`src/rtl/core_pkg.sv`:
```
// Shared definitions for the RV32 core: register-file geometry and small helpers.
package core_pkg;

    localparam int unsigned REG_ADDR_W = 5;
    localparam int unsigned NUM_REGS   = 32;

    typedef logic [REG_ADDR_W-1:0] reg_addr_t;

    localparam reg_addr_t ZERO_REG = '0;

    function automatic logic [NUM_REGS-1:0] reg_onehot(input reg_addr_t r);
        logic [NUM_REGS-1:0] oh;
        oh    = '0;
        oh[r] = 1'b1;
        return oh;
    endfunction

endpackage

```
`src/rtl/inflight_fifo.sv`:
```
// Circular queue of in-flight destination registers with push, pop and flush rewind.
module inflight_fifo
    import core_pkg::*;
#(
    parameter int unsigned MAX_INFLIGHT = 4,
    parameter int unsigned CNT_W        = $clog2(MAX_INFLIGHT) + 1
) (
    input  logic                         clk,
    input  logic                         rst_n,
    input  logic                         push_i,
    input  reg_addr_t                    push_rd_i,
    input  logic                         pop_i,
    input  logic                         rewind_i,
    input  logic [CNT_W-1:0]             rewind_cnt_i,
    output reg_addr_t                    head_rd_o,
    output logic [CNT_W-1:0]             count_o,
    output logic [MAX_INFLIGHT-1:0]      valid_o,
    output reg_addr_t [MAX_INFLIGHT-1:0] rd_o
);

    localparam int unsigned PTR_W = (MAX_INFLIGHT > 1) ? $clog2(MAX_INFLIGHT) : 1;

    logic [PTR_W-1:0]             head_q, head_d;
    logic [PTR_W-1:0]             tail_q, tail_d;
    logic [CNT_W-1:0]             count_q, count_d;
    reg_addr_t [MAX_INFLIGHT-1:0] mem_q;

    // A rewind keeps the oldest entries, so the tail is re-derived from the (post-pop) head.
    always_comb begin
        head_d = head_q + PTR_W'(pop_i);
        if (rewind_i) begin
            count_d = rewind_cnt_i;
            tail_d  = head_d + rewind_cnt_i[PTR_W-1:0];
        end else begin
            count_d = count_q + CNT_W'(push_i) - CNT_W'(pop_i);
            tail_d  = tail_q + PTR_W'(push_i);
        end
    end

    always_ff @(posedge clk or negedge rst_n) begin
        if (!rst_n) begin
            head_q  <= '0;
            tail_q  <= '0;
            count_q <= '0;
            mem_q   <= '0;
        end else begin
            head_q  <= head_d;
            tail_q  <= tail_d;
            count_q <= count_d;
            if (push_i) begin
                mem_q[tail_q] <= push_rd_i;
            end
        end
    end

    // Entry i is live when its distance from head is below the occupancy.
    always_comb begin
        valid_o = '0;
        for (int i = 0; i < MAX_INFLIGHT; i++) begin
            valid_o[i] = CNT_W'(PTR_W'(PTR_W'(i) - head_q)) < count_q;
        end
    end

    assign head_rd_o = mem_q[head_q];
    assign count_o   = count_q;
    assign rd_o      = mem_q;

endmodule

```
`src/rtl/regfile_scoreboard.sv`:
```
// Decode-stage scoreboard: tracks in-flight destinations, stalls on RAW hazards and a full queue.
module regfile_scoreboard
    import core_pkg::*;
#(
    parameter int unsigned MAX_INFLIGHT = 4,
    parameter int unsigned CNT_W        = $clog2(MAX_INFLIGHT) + 1
) (
    input  logic                  clk,
    input  logic                  rst_n,
    input  logic                  issue_valid_i,
    input  logic [REG_ADDR_W-1:0] rs1_i,
    input  logic [REG_ADDR_W-1:0] rs2_i,
    input  logic                  uses_rs1_i,
    input  logic                  uses_rs2_i,
    input  logic [REG_ADDR_W-1:0] rd_i,
    input  logic                  writes_rd_i,
    output logic                  issue_ready_o,
    output logic                  stall_o,
    input  logic                  wb_valid_i,
    input  logic [REG_ADDR_W-1:0] wb_rd_i,
    input  logic                  flush_i,
    input  logic [CNT_W-1:0]      flush_keep_i,
    output logic [NUM_REGS-1:0]   pending_o,
    output logic [CNT_W-1:0]      count_o,
    output logic                  error_o
);

    reg_addr_t                    head_rd;
    logic [CNT_W-1:0]             count;
    logic [MAX_INFLIGHT-1:0]      valid;
    reg_addr_t [MAX_INFLIGHT-1:0] rd_q;
    logic [NUM_REGS-1:0]          pending;

    logic hazard, full, empty;
    logic push, wb_eff, pop;
    logic keep_bad, rewind;
    logic [CNT_W-1:0] rewind_cnt;
    logic error_q, error_d;

    inflight_fifo #(
        .MAX_INFLIGHT (MAX_INFLIGHT),
        .CNT_W        (CNT_W)
    ) u_fifo (
        .clk          (clk),
        .rst_n        (rst_n),
        .push_i       (push),
        .push_rd_i    (rd_i),
        .pop_i        (pop),
        .rewind_i     (rewind),
        .rewind_cnt_i (rewind_cnt),
        .head_rd_o    (head_rd),
        .count_o      (count),
        .valid_o      (valid),
        .rd_o         (rd_q)
    );

    always_comb begin
        pending = '0;
        for (int i = 0; i < MAX_INFLIGHT; i++) begin
            if (valid[i]) begin
                pending = pending | reg_onehot(rd_q[i]);
            end
        end
        pending[ZERO_REG] = 1'b0;
    end

    assign hazard = (uses_rs1_i & pending[rs1_i]) | (uses_rs2_i & pending[rs2_i]);
    assign full   = (count == CNT_W'(MAX_INFLIGHT));
    assign empty  = (count == '0);

    assign issue_ready_o = ~flush_i & ~full & ~hazard;
    assign stall_o       = issue_valid_i & ~issue_ready_o;

    assign push   = issue_valid_i & issue_ready_o & writes_rd_i & (rd_i != ZERO_REG);
    assign wb_eff = wb_valid_i & (wb_rd_i != ZERO_REG);
    assign pop    = wb_eff & ~empty;

    // An over-large keep is rejected outright; the writeback in that cycle still retires normally.
    assign keep_bad   = flush_i & (flush_keep_i > count);
    assign rewind     = flush_i & ~keep_bad;
    assign rewind_cnt = (flush_keep_i == '0) ? '0 : flush_keep_i - CNT_W'(pop);

    assign error_d = error_q
                   | (wb_eff & empty)
                   | (pop & (wb_rd_i != head_rd))
                   | keep_bad
                   | (flush_i & (flush_keep_i == '0) & wb_eff);

    always_ff @(posedge clk or negedge rst_n) begin
        if (!rst_n) begin
            error_q <= 1'b0;
        end else begin
            error_q <= error_d;
        end
    end

    assign pending_o = pending;
    assign count_o   = count;
    assign error_o   = error_q;

endmodule
```
`config.mk`:
```
export PLATFORM = sky130hd
export DESIGN_NAME = regfile_scoreboard
export DESIGN_NICKNAME = d
export VERILOG_FILES = /design/src/rtl/core_pkg.sv /design/src/rtl/inflight_fifo.sv /design/src/rtl/regfile_scoreboard.sv
export SDC_FILE = /design/constraint.sdc
export NUM_CORES = 1
export LEC_CHECK = 0
export BUFFER_PORTS_ARGS = -buffer_cell sky130_fd_sc_hd__buf_2
export CORE_MARGIN = 8
export CORE_UTILIZATION = 40
export CTS_BUF_LIST = sky130_fd_sc_hd__clkbuf_4
export CTS_CLUSTER_SIZE = 20
export DETAILED_ROUTE_END_ITERATION = 6
export SLEW_MARGIN = 20
export SYNTH_ARGS = -nofsm -noshare
export SYNTH_HDL_FRONTEND = slang
export SYNTH_SLANG_ARGS = --single-unit
```
`constraint.sdc`:
```
create_clock -name clk -period 12.49 [get_ports clk]
set_input_delay 0 -clock clk [delete_from_list [all_inputs] [get_ports clk]]
set_output_delay 0 -clock clk [all_outputs]
set_load 0.05 [all_outputs]
```
==> results by group, run 1 <==
Cells and area
  – Leading cell types in the layout, fill and taps excluded: 67 x sky130_fd_sc_hd__buf_2, 46 x sky130_fd_sc_hd__nand2_1, 37 x sky130_fd_sc_hd__nor2_1, 34 x sky130_fd_sc_hd__inv_1, 28 x sky130_fd_sc_hd__dfrtp_1
  – Final #Nets: 590
  – Number of diodes: 0
  – Number of fillers in the final layout: 1012
  – Leading cell type in the layout, fill and taps excluded: sky130_fd_sc_hd__buf_2
  – Combined area of the multi-input logic cells: 3131 um^2
  – Seq. cell area: 700.7 um^2
  – Share of cells above drive strength 1: 0.2210
  – Area Growth Syn to Fin: 12.07%

Drt
  – Detailed-route wire length per cell: 23.22 um
  – Number of design-rule violations left by the first detailed-router iteration: 376
  – DR vias: 4310
  – First-pass iteration count of the detailed router: 5
  – Via-per-instance ratio: 6.348
  – Antenna Nets Post-Route: 0
  – Number of remaining DRC errors: 0
  – Sum of routed wire length over all layers: 15.77 mm

Clock network
  – Number of setup buffers added after CTS: 0
  – Worst-case clock buffer depth: 2
  – Number of gates resized after cts: 0
  – Reg clk slew, reported paths: 150 ps
  – Clock Latency Late Sink: 340 ps
  – Clock Sinks: 28
  – Number of levels the H-tree was split into: 1
  – TritonCTS clock tree: done
  – Root cell of the clock tree: sky130_fd_sc_hd__clkbuf_4
  – Number of buffers created by CTS: 3

Synthesis
  – Avg Cell Area, Syn: 8.329 um^2
  – Post-synthesis compound-gate area fraction: 0.2742
  – Gate count after technology mapping: 493
  – Cell area after synthesis: 4106 um^2
  – Flop and latch count out of synthesis: 28
  – Post-synthesis share of cell area spent on and, or, nand and nor gates: 0.3029
  – Mux contribution to synthesized area: 0.1112
  – Share of flip-flops with an asynchronous set or reset after synthesis: 1.000
  – Syn Nets: 539
  – Most used flip-flop cell after synthesis: sky130_fd_sc_hd__dfrtp_1
  – Synth warn: 0
  – Post-synth EDFFs: 0
  – Count of unique library cells instantiated by Yosys: 89
  – Post-synthesis adder-cell area fraction: 0.04753
  – XOR/XNOR Fraction of Synth Area: 0.02559
  – Largest family of logic cells by synthesized area: simple AND/OR/NAND/NOR gates
  – Sequential area share after synthesis: 0.1706

Placement
  – Final weighted congestion in routability-driven placement: 1.034
  – Post-detailed-placement half-perimeter wirelength: 12.43 mm
  – I/O Buffers: 67

GRT
  – Number of global-route vias before repair: 4427
  – Global route overflow: 0
  – Maximum number of pins on one net before global-route repair: 29
  – All-Layer GR Usage: 0.2181
  – Global-route wire length before repair: 24.75 mm
  – Antenna violations before repair: 0

Timing
  – Post-layout minimum cycle time: 5372 ps
  – Count of endpoints failing setup in the final report: 0
  – Max Clk Rate: 186.2 MHz
  – Post-Route Setup TNS: 0 ps
  – Final hold violation count: 0
  – Unrepaired setup endpoints after global routing: false
  – Slew at the pin closest to its max-slew limit: 966.8 ps
  – Final-report max-slew violation count: 0
  – Period Utilization, post-route: 0.4301
  – Skew final: 3.916 ps
  – Worst relative slew slack: 0.3516

Setup path
  – Worst EP required: 12720 ps
  – Worst-path fanout max: 11
  – Type of the setup path with the least slack: flip-flop to flip-flop
  – Kind of capture point of the worst setup path: flip-flop
  – Startpoint Class: flip-flop
  – Data arrival time of the critical path: 5600 ps
  – Register-to-register setup slack: 7120 ps

Power and ir drop
  – Peak VDD IR: 0.1506 mV
  – Lkg Pwr: 1.955 nW
  – Power per cell area: 287.5 nW/um^2
  – Pwr Total: 1.323 mW

Die
  – Vertical die dimension: 117.3 um
  – Width of the die: 117.3 um
  – Initial Util: 0.4050
  – Floorplan core area: 10140 um^2
  – I/O pin count: 69
  – Row Count: 37
  – Total die area: 13760 um^2

Outcome
  – Run status: finished, final reports clean

Flow run
  – Max-capacitance violation count: 0

Min path
  – Type of the worst min-delay path: input pin to flip-flop
## logic make-up (layout without fill, tap and decap cells)
family,count (synthesis),after routing
adder cells (fa/ha/maj),15,15
AND/OR/NAND/NOR,216,216
XOR/XNOR,12,12
multiplexers,35,35
flip-flops,28,28
buffers and inverters,64,114
AO/OA/AOI/OAI,122,122
other,1,1
## layer usage
layer  up-vias  share of wire  track usage
met4         0          0.039      0.09408
met5         -              0            0
met2       275           0.45       0.3605
li1       1952              -            -
met1      2024           0.42       0.2726
met3        59          0.084      0.03789
## cell usage after synthesis, drive strengths merged, types with 3 or more instances
| cell type | n | share of area |
|---|---|---|
| o22a | 4 | 0.0091 |
| nor3b | 3 | 0.0067 |
| o21ai | 3 | 0.0037 |
| o211ai | 8 | 0.028 |
| inv | 34 | 0.031 |
| nand4 | 4 | 0.0061 |
| a2bb2oi | 5 | 0.011 |
| o32ai | 3 | 0.011 |
| buf | 9 | 0.017 |
| nor3 | 18 | 0.022 |
| nand3 | 21 | 0.026 |
| o22ai | 22 | 0.034 |
| nand2b | 21 | 0.034 |
| mux2i | 4 | 0.0098 |
| dfrtp | 28 | 0.17 |
| a2111o | 3 | 0.0082 |
| nor4 | 12 | 0.040 |
| a21oi | 5 | 0.0061 |
| a22oi | 5 | 0.010 |
| nor2b | 24 | 0.038 |
| a311oi | 3 | 0.0064 |
| o311ai | 3 | 0.011 |
| or2 | 8 | 0.012 |
| a211oi | 10 | 0.024 |
| a221oi | 8 | 0.019 |
| ha | 14 | 0.043 |
| o221ai | 6 | 0.014 |
| xnor2 | 9 | 0.019 |
| mux2 | 25 | 0.069 |
| nand2 | 46 | 0.042 |
| o2bb2ai | 9 | 0.019 |
| mux4 | 6 | 0.033 |
| xor2 | 3 | 0.0064 |
| clkbuf | 21 | 0.019 |
| and2b | 3 | 0.0055 |
| or3 | 3 | 0.0058 |
| and2 | 5 | 0.0082 |
| a22o | 5 | 0.011 |
| nor2 | 37 | 0.034 |
## what timing repair did
item	4_1_cts	5_1_grt
endpoints found under the hold margin	49	0
setup endpoints to repair	0	0
hold buffers	7	0
## flip-flops by register name, summed over array words and instances (netlist names)
name / count
u_fifo.count_o: 3
u_fifo.rd_o: 20
u_fifo.tail_q: 2
error_o: 1
u_fifo.head_q: 2
## worst paths after layout
path / depth (start not counted) / startpoint / to
max in group asynchronous: 2 / rst_n / u_fifo.rd_o[9]
worst min register to register: 2 / error_o / error_o
worst max-delay path: 16 / u_fifo.head_q[0] / u_fifo.count_o[2]
min in group asynchronous: 2 / rst_n / u_fifo.rd_o[19]
worst min-delay path: 3 / flush_keep_i[2] / u_fifo.count_o[2]
worst max register to register: 16 / u_fifo.head_q[0] / u_fifo.count_o[2]
## worst max-delay path, cell delays in order, from the launching register on
cell and delay [ps]:
sky130_fd_sc_hd__dfrtp_1 680, sky130_fd_sc_hd__xor2_1 250, sky130_fd_sc_hd__inv_1 80, sky130_fd_sc_hd__ha_1 290, sky130_fd_sc_hd__and2b_1 230, sky130_fd_sc_hd__a211oi_1 840, sky130_fd_sc_hd__a221oi_1 250, sky130_fd_sc_hd__a221oi_1 380
sky130_fd_sc_hd__a211oi_2 140, sky130_fd_sc_hd__nor4_4 700, sky130_fd_sc_hd__nor3_1 200, sky130_fd_sc_hd__and2_1 220, sky130_fd_sc_hd__ha_1 210, sky130_fd_sc_hd__fa_1 380, sky130_fd_sc_hd__xnor2_1 170, sky130_fd_sc_hd__xnor2_1 130
sky130_fd_sc_hd__mux2i_1 90
## cell type report
type                       count  area share
multi-input combinational    401      0.6803
sequential                    28      0.1523
timing repair buffer          76     0.09135
tap                          136     0.03698
inverter                      34     0.02773
clock inverter                 1    0.006525
clock buffer                   3    0.004894
## per-stage QoR
| stage | utilization | hold slack [ps] | cells | worst slack (ps) | area (um^2) |
|---|---|---|---|---|---|
| after global routing | 0.4539 | 32.26 | 679 | 6900 | 4602 |
| after detailed placement | 0.4418 | 59.17 | 668 | 7214 | 4479 |
| after CTS | 0.4539 | 11.88 | 679 | 7207 | 4602 |
| after floorplan | - | -295.6 | 493 | 6566 | 4106 |
| after global placement | 0.4418 | 45.78 | 668 | 7350 | 4479 |
| final | 0.4539 | 14.62 | 679 | 7118 | 4602 |
## report_power, final
part           internal [mW]  total, mW  switching [mW]
Combinational          0.328      0.988           0.660
Clock                 0.0325     0.0598          0.0273
Sequential             0.131      0.275           0.144
Total                  0.492       1.32           0.831
Note: power is estimated with default switching activity, not from simulation.
==> run 2: changes to the inputs <==
==> constraint.sdc (replaced) <==
create_clock -name clk -period 4.3 [get_ports clk]
set_input_delay 0 -clock clk [delete_from_list [all_inputs] [get_ports clk]]
set_output_delay 0 -clock clk [all_outputs]
set_load 0.05 [all_outputs]
==> results by group, run 2 (synthesis results as in run 1) <==
Timing
  – Final hold violation count: 0 (unchanged)
  – Count of endpoints failing setup in the final report: 0 (unchanged)
  – Slew at the pin closest to its max-slew limit: 735.7 ps (-231.1 ps)
  – Period Utilization, post-route: 0.9690 (+0.5389)
  – Worst relative slew slack: 0.5073 (+0.1556)
  – Final-report max-slew violation count: 0 (unchanged)
  – Max Clk Rate: 240.0 MHz (+29%)
  – Post-layout minimum cycle time: 4167 ps (-1205 ps)
  – Skew final: 11.10 ps (+7.183 ps)

Cells and area
  – Number of diodes: 0 (unchanged)
  – Leading cell types in the layout, fill and taps excluded: 67 x sky130_fd_sc_hd__buf_2, 46 x sky130_fd_sc_hd__nand2_1, 37 x sky130_fd_sc_hd__nor2_1, 36 x sky130_fd_sc_hd__buf_4, 32 x sky130_fd_sc_hd__inv_1
  – Final #Nets: 624 (+5.8%)
  – Max reg flops: 20 (unchanged)
  – Share of cells above drive strength 1: 0.3206 (+0.09963)
  – Leading cell type in the layout, fill and taps excluded: sky130_fd_sc_hd__buf_2
  – Area Growth Syn to Fin: 24.25%
  – Fin area: 5102 um^2 (+11%)
  – Fraction of the core area covered by cells at the end of the flow: 0.5033 (+0.04936)

Drt
  – Antenna Nets Post-Route: 0 (unchanged)
  – Via-per-instance ratio: 6.213 (-2.1%)
  – Sum of routed wire length over all layers: 16.52 mm (+4.8%)
  – First-pass iteration count of the detailed router: 5 (unchanged)
  – DR vias: 4430 (+2.8%)
  – Number of remaining DRC errors: 0 (unchanged)
  – Detailed-route wire length per cell: 23.17 um (-0.22%)
  – Number of design-rule violations left by the first detailed-router iteration: 366 (-2.7%)

Setup path
  – Worst EP required: 4530 ps (-8190 ps)
  – Type of the setup path with the least slack: flip-flop to flip-flop
  – Worst-path fanout max: 4 (-7)
  – Kind of capture point of the worst setup path: flip-flop
  – Data arrival time of the critical path: 4390 ps (-1210 ps)
  – Startpoint Class: flip-flop

GRT
  – Maximum number of pins on one net before global-route repair: 29 (unchanged)
  – Global-route wire length before repair: 25.70 mm (+3.8%)
  – All-Layer GR Usage: 0.2311 (+0.01297)
  – Global route overflow: 0 (unchanged)
  – Number of global-route vias before repair: 4463 (+0.81%)
  – Antenna violations before repair: 0 (unchanged)

Flow run
  – Max-capacitance violation count: 0 (unchanged)

Clock network
  – Clock Latency Late Sink: 330 ps (about the same)
  – Clock Sinks: 28 (unchanged)
  – Root cell of the clock tree: sky130_fd_sc_hd__clkbuf_4
  – Worst-case clock buffer depth: 2 (unchanged)
  – Reg clk slew, reported paths: 150 ps (about the same)
  – Number of buffers created by CTS: 3 (unchanged)
  – Number of levels the H-tree was split into: 1 (unchanged)
  – TritonCTS clock tree: done

Die
  – Row Count: 37 (unchanged)
  – I/O pin count: 69 (unchanged)
  – Floorplan core area: 10140 um^2 (unchanged)
  – Total die area: 13760 um^2 (unchanged)
  – Initial Util: 0.4050 (unchanged)
  – Vertical die dimension: 117.3 um (unchanged)
  – Width of the die: 117.3 um (unchanged)

Power and ir drop
  – Pwr Total: 4.363 mW (+230%)
  – Combinational power share: 0.794 (+0.047)
  – Sequential power share: 0.166 (-0.042)
  – Lkg Pwr: 2.156 nW (+10%)
  – Switching component of the power: 2.594 mW (+210%)
  – Internal Pwr Total: 1.769 mW (+260%)
  – Power per cell area: 855.1 nW/um^2 (+200%)
  – Clock network power share: 0.040 (-0.005)
  – Sw frac: 0.5946 (-0.03379)
  – Peak VDD IR: 0.3879 mV (+160%)

Placement
  – Post-detailed-placement half-perimeter wirelength: 13.63 mm (+9.7%)
  – I/O Buffers: 67 (unchanged)
  – Area after detailed placement: 4885 um^2 (+9.1%)
  – Final weighted congestion in routability-driven placement: 1.039 (+0.47%)

Min path
  – Type of the worst min-delay path: input pin to flip-flop

Outcome
  – Run status: finished, final reports clean
-- run 2: cell types whose count changed in the layout (fill, tap and decap cells not counted), sizes merged --
cell,delta
buf,+35
dlygate4sd3,-1
-- run 2: final cells by class --
class	instances	area [um^2]
clock buffers	3	22.52
clock inverters	1	30.03
fillers	975	5036
inverters	34	127.6
multi-input cells	401	3363
flip-flops and latches	28	703.2
well taps	136	170.2
repair buffers	110	685.7
-- run 2: per-layer routing --
layer | up-vias | part of all wire | global-route usage
li1 | 2023 | - | -
met1 | 2127 | 0.42 | 0.2828
met2 | 241 | 0.47 | 0.3912
met3 | 39 | 0.069 | 0.04077
met4 | 0 | 0.034 | 0.09489
met5 | - | 0 | 0
-- run 2: path summary, 6_finish.rpt --
| check | endpoint | cells past startpoint | slack, ps | from |
|---|---|---|---|---|
| max | u_fifo.count_o[1] | 15 | 130 | u_fifo.head_q[1] |
| min | error_o | 3 | 8 | flush_i |
| max reg2reg | u_fifo.count_o[1] | 15 | 130 | u_fifo.head_q[1] |
| min reg2reg | error_o | 2 | 520 | error_o |
| max in group asynchronous | u_fifo.count_o[1] | 2 | 3660 | rst_n |
| min in group asynchronous | u_fifo.rd_o[3] | 2 | 190 | rst_n |
-- run 2: per-stage QoR --
step | cells | worst slack [ps] | TNS, ps | hold WS, ps
final | 713 | 133.4 | 0 | 8.067
after global routing | 713 | -27.62 | -27.62 | 21.03
after CTS | 710 | 40.27 | 0 | 3.105
after detailed placement | 700 | 79.99 | 0 | 57.31
after global placement | 700 | 143.7 | 0 | 49.01
after floorplan | 493 | -318.6 | -576.4 | -295.6
-- run 2: worst max-delay path: stages, from the launching register on --
cell	delay [ps]
sky130_fd_sc_hd__dfrtp_1	460
sky130_fd_sc_hd__xor2_2	170
sky130_fd_sc_hd__inv_1	60
sky130_fd_sc_hd__ha_1	290
sky130_fd_sc_hd__and2b_2	220
sky130_fd_sc_hd__a2111o_1	290
sky130_fd_sc_hd__o22ai_1	110
sky130_fd_sc_hd__a211o_2	380
sky130_fd_sc_hd__mux4_2	510
sky130_fd_sc_hd__o311ai_4	270
sky130_fd_sc_hd__nor4_4	90
sky130_fd_sc_hd__nor3_4	200
sky130_fd_sc_hd__and2_4	200
sky130_fd_sc_hd__ha_4	130
sky130_fd_sc_hd__fa_2	430
sky130_fd_sc_hd__mux2_2	270
-- run 2: repair_timing --
item	4_1_cts	5_1_grt
setup endpoints to repair	0	2
hold buffers	6	0
resized for setup	0	11
setup buffers	0	3
endpoints found under the hold margin	48	0
-- run 2: power by group through the flow --
stage | clock network [mW] | logic [mW] | registers, mW
finish | 0.174 | 3.46 | 0.725
global route | 0.188 | 3.66 | 0.744
CTS | 0.177 | 3.35 | 0.708
detailed placement | 0 | 3.33 | 0.715
global placement | 0 | 3.33 | 0.710
floorplan | 0 | 2.46 | 0.533
==> run 3: changes to the inputs <==
--- a/config.mk
+++ b/config.mk
@@ -11,6 +11,7 @@
 export CTS_BUF_LIST = sky130_fd_sc_hd__clkbuf_4
 export CTS_CLUSTER_SIZE = 20
 export DETAILED_ROUTE_END_ITERATION = 6
+export MAX_ROUTING_LAYER = met4
 export SLEW_MARGIN = 20
 export SYNTH_ARGS = -nofsm -noshare
 export SYNTH_HDL_FRONTEND = slang
==> results by group, run 3 (synthesis results as in run 1) <==
Setup path
  – Cell-by-cell trace of the critical path: buf_4, inv_1, ha_4, nand2b_4, o211ai_2, buf_4, a2bb2oi_1, a311oi_1, a311oi_1, o221a_1, o32ai_4, nor3_4, and2_4, ha_4, fa_2, mux2_2
  – Kind of capture point of the worst setup path: flip-flop
  – Path depth of the worst reg2reg path: 16 (+1)
  – Startpoint Class: flip-flop
  – Worst EP required: 4530 ps (about the same)
  – R2R Path End: u_fifo.count_o[1]
  – Type of the setup path with the least slack: flip-flop to flip-flop
  – Launching point of the worst reg2reg path: u_fifo.head_q[1]
  – Slowest library cell on the worst path: sky130_fd_sc_hd__fa_2
  – Worst-path fanout max: 5 (+1)
  – Delay contributed by the slowest stage of the critical path: 410 ps (-100 ps)
  – Register-to-register setup slack: 60 ps (-70 ps)
  – Data arrival time of the critical path: 4470 ps (+80 ps)

Clock network
  – Root cell of the clock tree: sky130_fd_sc_hd__clkbuf_4
  – TritonCTS clock tree: done
  – Number of buffers created by CTS: 3 (unchanged)
  – Number of levels the H-tree was split into: 1 (unchanged)
  – Clock Sinks: 28 (unchanged)
  – Clock Latency Late Sink: 330 ps (about the same)
  – Worst-case clock buffer depth: 2 (unchanged)
  – Reg clk slew, reported paths: 150 ps (about the same)

Drt
  – Sum of routed wire length over all layers: 17.11 mm (+3.6%)
  – DR vias: 4499 (+1.6%)
  – Detailed-route wire length per cell: 23.90 um (+3.1%)
  – Antenna Nets Post-Route: 0 (unchanged)
  – Number of design-rule violations left by the first detailed-router iteration: 403 (+10%)
  – Number of remaining DRC errors: 0 (unchanged)
  – First-pass iteration count of the detailed router: 5 (unchanged)
  – Via-per-instance ratio: 6.284 (+1.1%)

Min path
  – Depth of the worst hold-timing path: 3 (unchanged)
  – End point of the worst hold path: error_o
  – HP Start: wb_valid_i
  – Type of the worst min-delay path: input pin to flip-flop

Placement
  – Post-detailed-placement half-perimeter wirelength: 14.24 mm (+4.4%)
  – I/O Buffers: 67 (unchanged)
  – Area after detailed placement: 4887 um^2 (about the same)
  – Final weighted congestion in routability-driven placement: 1.033 (-0.50%)

Die
  – I/O pin count: 69 (unchanged)
  – Floorplan core area: 10140 um^2 (unchanged)
  – Vertical die dimension: 117.3 um (unchanged)
  – Width of the die: 117.3 um (unchanged)
  – Total die area: 13760 um^2 (unchanged)
  – Initial Util: 0.4050 (unchanged)
  – Row Count: 37 (unchanged)

Outcome
  – Run status: finished, final reports clean

Timing
  – Period Utilization, post-route: 0.9853 (+0.01634)
  – Unrepaired setup endpoints after global routing: false
  – Worst relative slew slack: 0.5364 (+0.02912)
  – Post-Route Setup TNS: 0 ps (unchanged)
  – Slew at the pin closest to its max-slew limit: 692.2 ps (-43.48 ps)
  – Max Clk Rate: 236.0 MHz (-1.7%)
  – Final-report max-slew violation count: 0 (unchanged)
  – Post-layout minimum cycle time: 4237 ps (+70.25 ps)
  – Final hold violation count: 0 (unchanged)
  – Count of endpoints failing setup in the final report: 0 (unchanged)
  – Final Hold Slack: 22.33 ps (+14.26 ps)
  – Skew final: 6.004 ps (-5.095 ps)

GRT
  – Antenna violations before repair: 0 (unchanged)
  – GRT met3 Usage: 0.02590 (-0.01487)
  – Global route overflow: 0 (unchanged)
  – Routing usage on met1: 0.3041 (+0.02136)
  – Number of global-route vias before repair: 4529 (+1.5%)
  – GR met2 Demand/Resource: 0.4141 (+0.02287)
  – Global-route wire length before repair: 26.70 mm (+3.9%)
  – All-Layer GR Usage: 0.2484 (+0.01735)
  – Most Crowded Layer GR: met2
  – Maximum number of pins on one net before global-route repair: 29 (unchanged)

Cells and area
  – Leading cell types in the layout, fill and taps excluded: 67 x sky130_fd_sc_hd__buf_2, 46 x sky130_fd_sc_hd__nand2_1, 39 x sky130_fd_sc_hd__buf_4, 37 x sky130_fd_sc_hd__nor2_1, 32 x sky130_fd_sc_hd__inv_1
  – Leading cell type in the layout, fill and taps excluded: sky130_fd_sc_hd__buf_2
  – Number of fillers in the final layout: 992 (+1.7%)
  – Max reg flops: 20 (unchanged)
  – Area Growth Syn to Fin: 23.10%
  – Final #Nets: 627 (+0.48%)
  – Share of cells above drive strength 1: 0.3190 (-0.001658)
  – Fin area: 5055 um^2 (-0.93%)
  – Number of diodes: 0 (unchanged)
  – Fraction of the core area covered by cells at the end of the flow: 0.4986 (-0.004689)

Power and ir drop
  – Combinational power share: 0.790 (-0.004)
  – Sequential power share: 0.170 (+0.004)
  – Switching component of the power: 2.571 mW (-0.90%)
  – Sw frac: 0.5983 (+0.003731)
  – Lkg Pwr: 2.152 nW (-0.18%)
  – Clock network power share: 0.040 (about the same)
  – Internal Pwr Total: 1.726 mW (-2.4%)
  – Power per cell area: 850.1 nW/um^2 (-0.59%)
  – Peak VDD IR: 0.4853 mV (+25%)
  – Pwr Total: 4.297 mW (-1.5%)

Flow run
  – Max-capacitance violation count: 0 (unchanged)
## run 3: repair_timing
action                     4_1_cts  5_1_grt
buffers inserted                 0        3
setup endpoints to repair        0        2
hold buffers                     7        0
hold endpoints to repair        49        0
gates resized for setup          0        4
## run 3: layer usage
layer,share of wire,vias up,wire [um]
met4,0.037,0,637
met2,0.48,253,8166
li1,-,2034,-
met5,0,-,0
met1,0.42,2162,7121
met3,0.069,50,1187
## run 3: worst max path at each step
stage	end	from	slack, ps
after global routing	u_fifo.count_o[2]	u_fifo.head_q[0]	7
final	u_fifo.count_o[1]	u_fifo.head_q[1]	60
after floorplan	u_fifo.count_o[2]	u_fifo.head_q[1]	-320
after global placement	u_fifo.count_o[2]	u_fifo.head_q[1]	100
after detailed placement	u_fifo.count_o[2]	u_fifo.head_q[1]	40
after CTS	u_fifo.count_o[2]	u_fifo.head_q[1]	30
## run 3: critical path: cells and delay by family (launching register included)
family / cells / cell delay [ps]
multiplexers: 1 / 270
flip-flops: 1 / 390
buffers and inverters: 3 / 390
AO/OA/AOI/OAI: 6 / 1670
AND/OR/NAND/NOR: 3 / 580
adder cells (fa/ha/maj): 3 / 820
## run 3: power by group through the flow
stage	registers, mW	logic [mW]	clock network (mW)
after CTS	0.721	3.34	0.179
after detailed placement	0.728	3.32	0
after global placement	0.719	3.33	0
after global routing	0.747	3.59	0.189
after floorplan	0.533	2.46	0
final	0.729	3.40	0.173
## run 3: cell type report
cell class	count	area [um^2]	area share
Multi-Input combinational cell	401	3303	0.6535
Sequential cell	28	703.2	0.1391
Timing Repair Buffer	113	698.2	0.1381
Tap cell	136	170.2	0.03366
Inverter	34	127.6	0.02525
Clock inverter	1	30.03	0.005941
Clock buffer	3	22.52	0.004455
## run 3: per-stage QoR
step / worst slack, ps / instances
5_1_grt: 6.529 / 716
6_report: 63.13 / 716
3_3_place_gp: 98.41 / 702
4_1_cts: 32.02 / 713
2_1_floorplan: -318.6 / 493
3_5_place_dp: 42.45 / 702
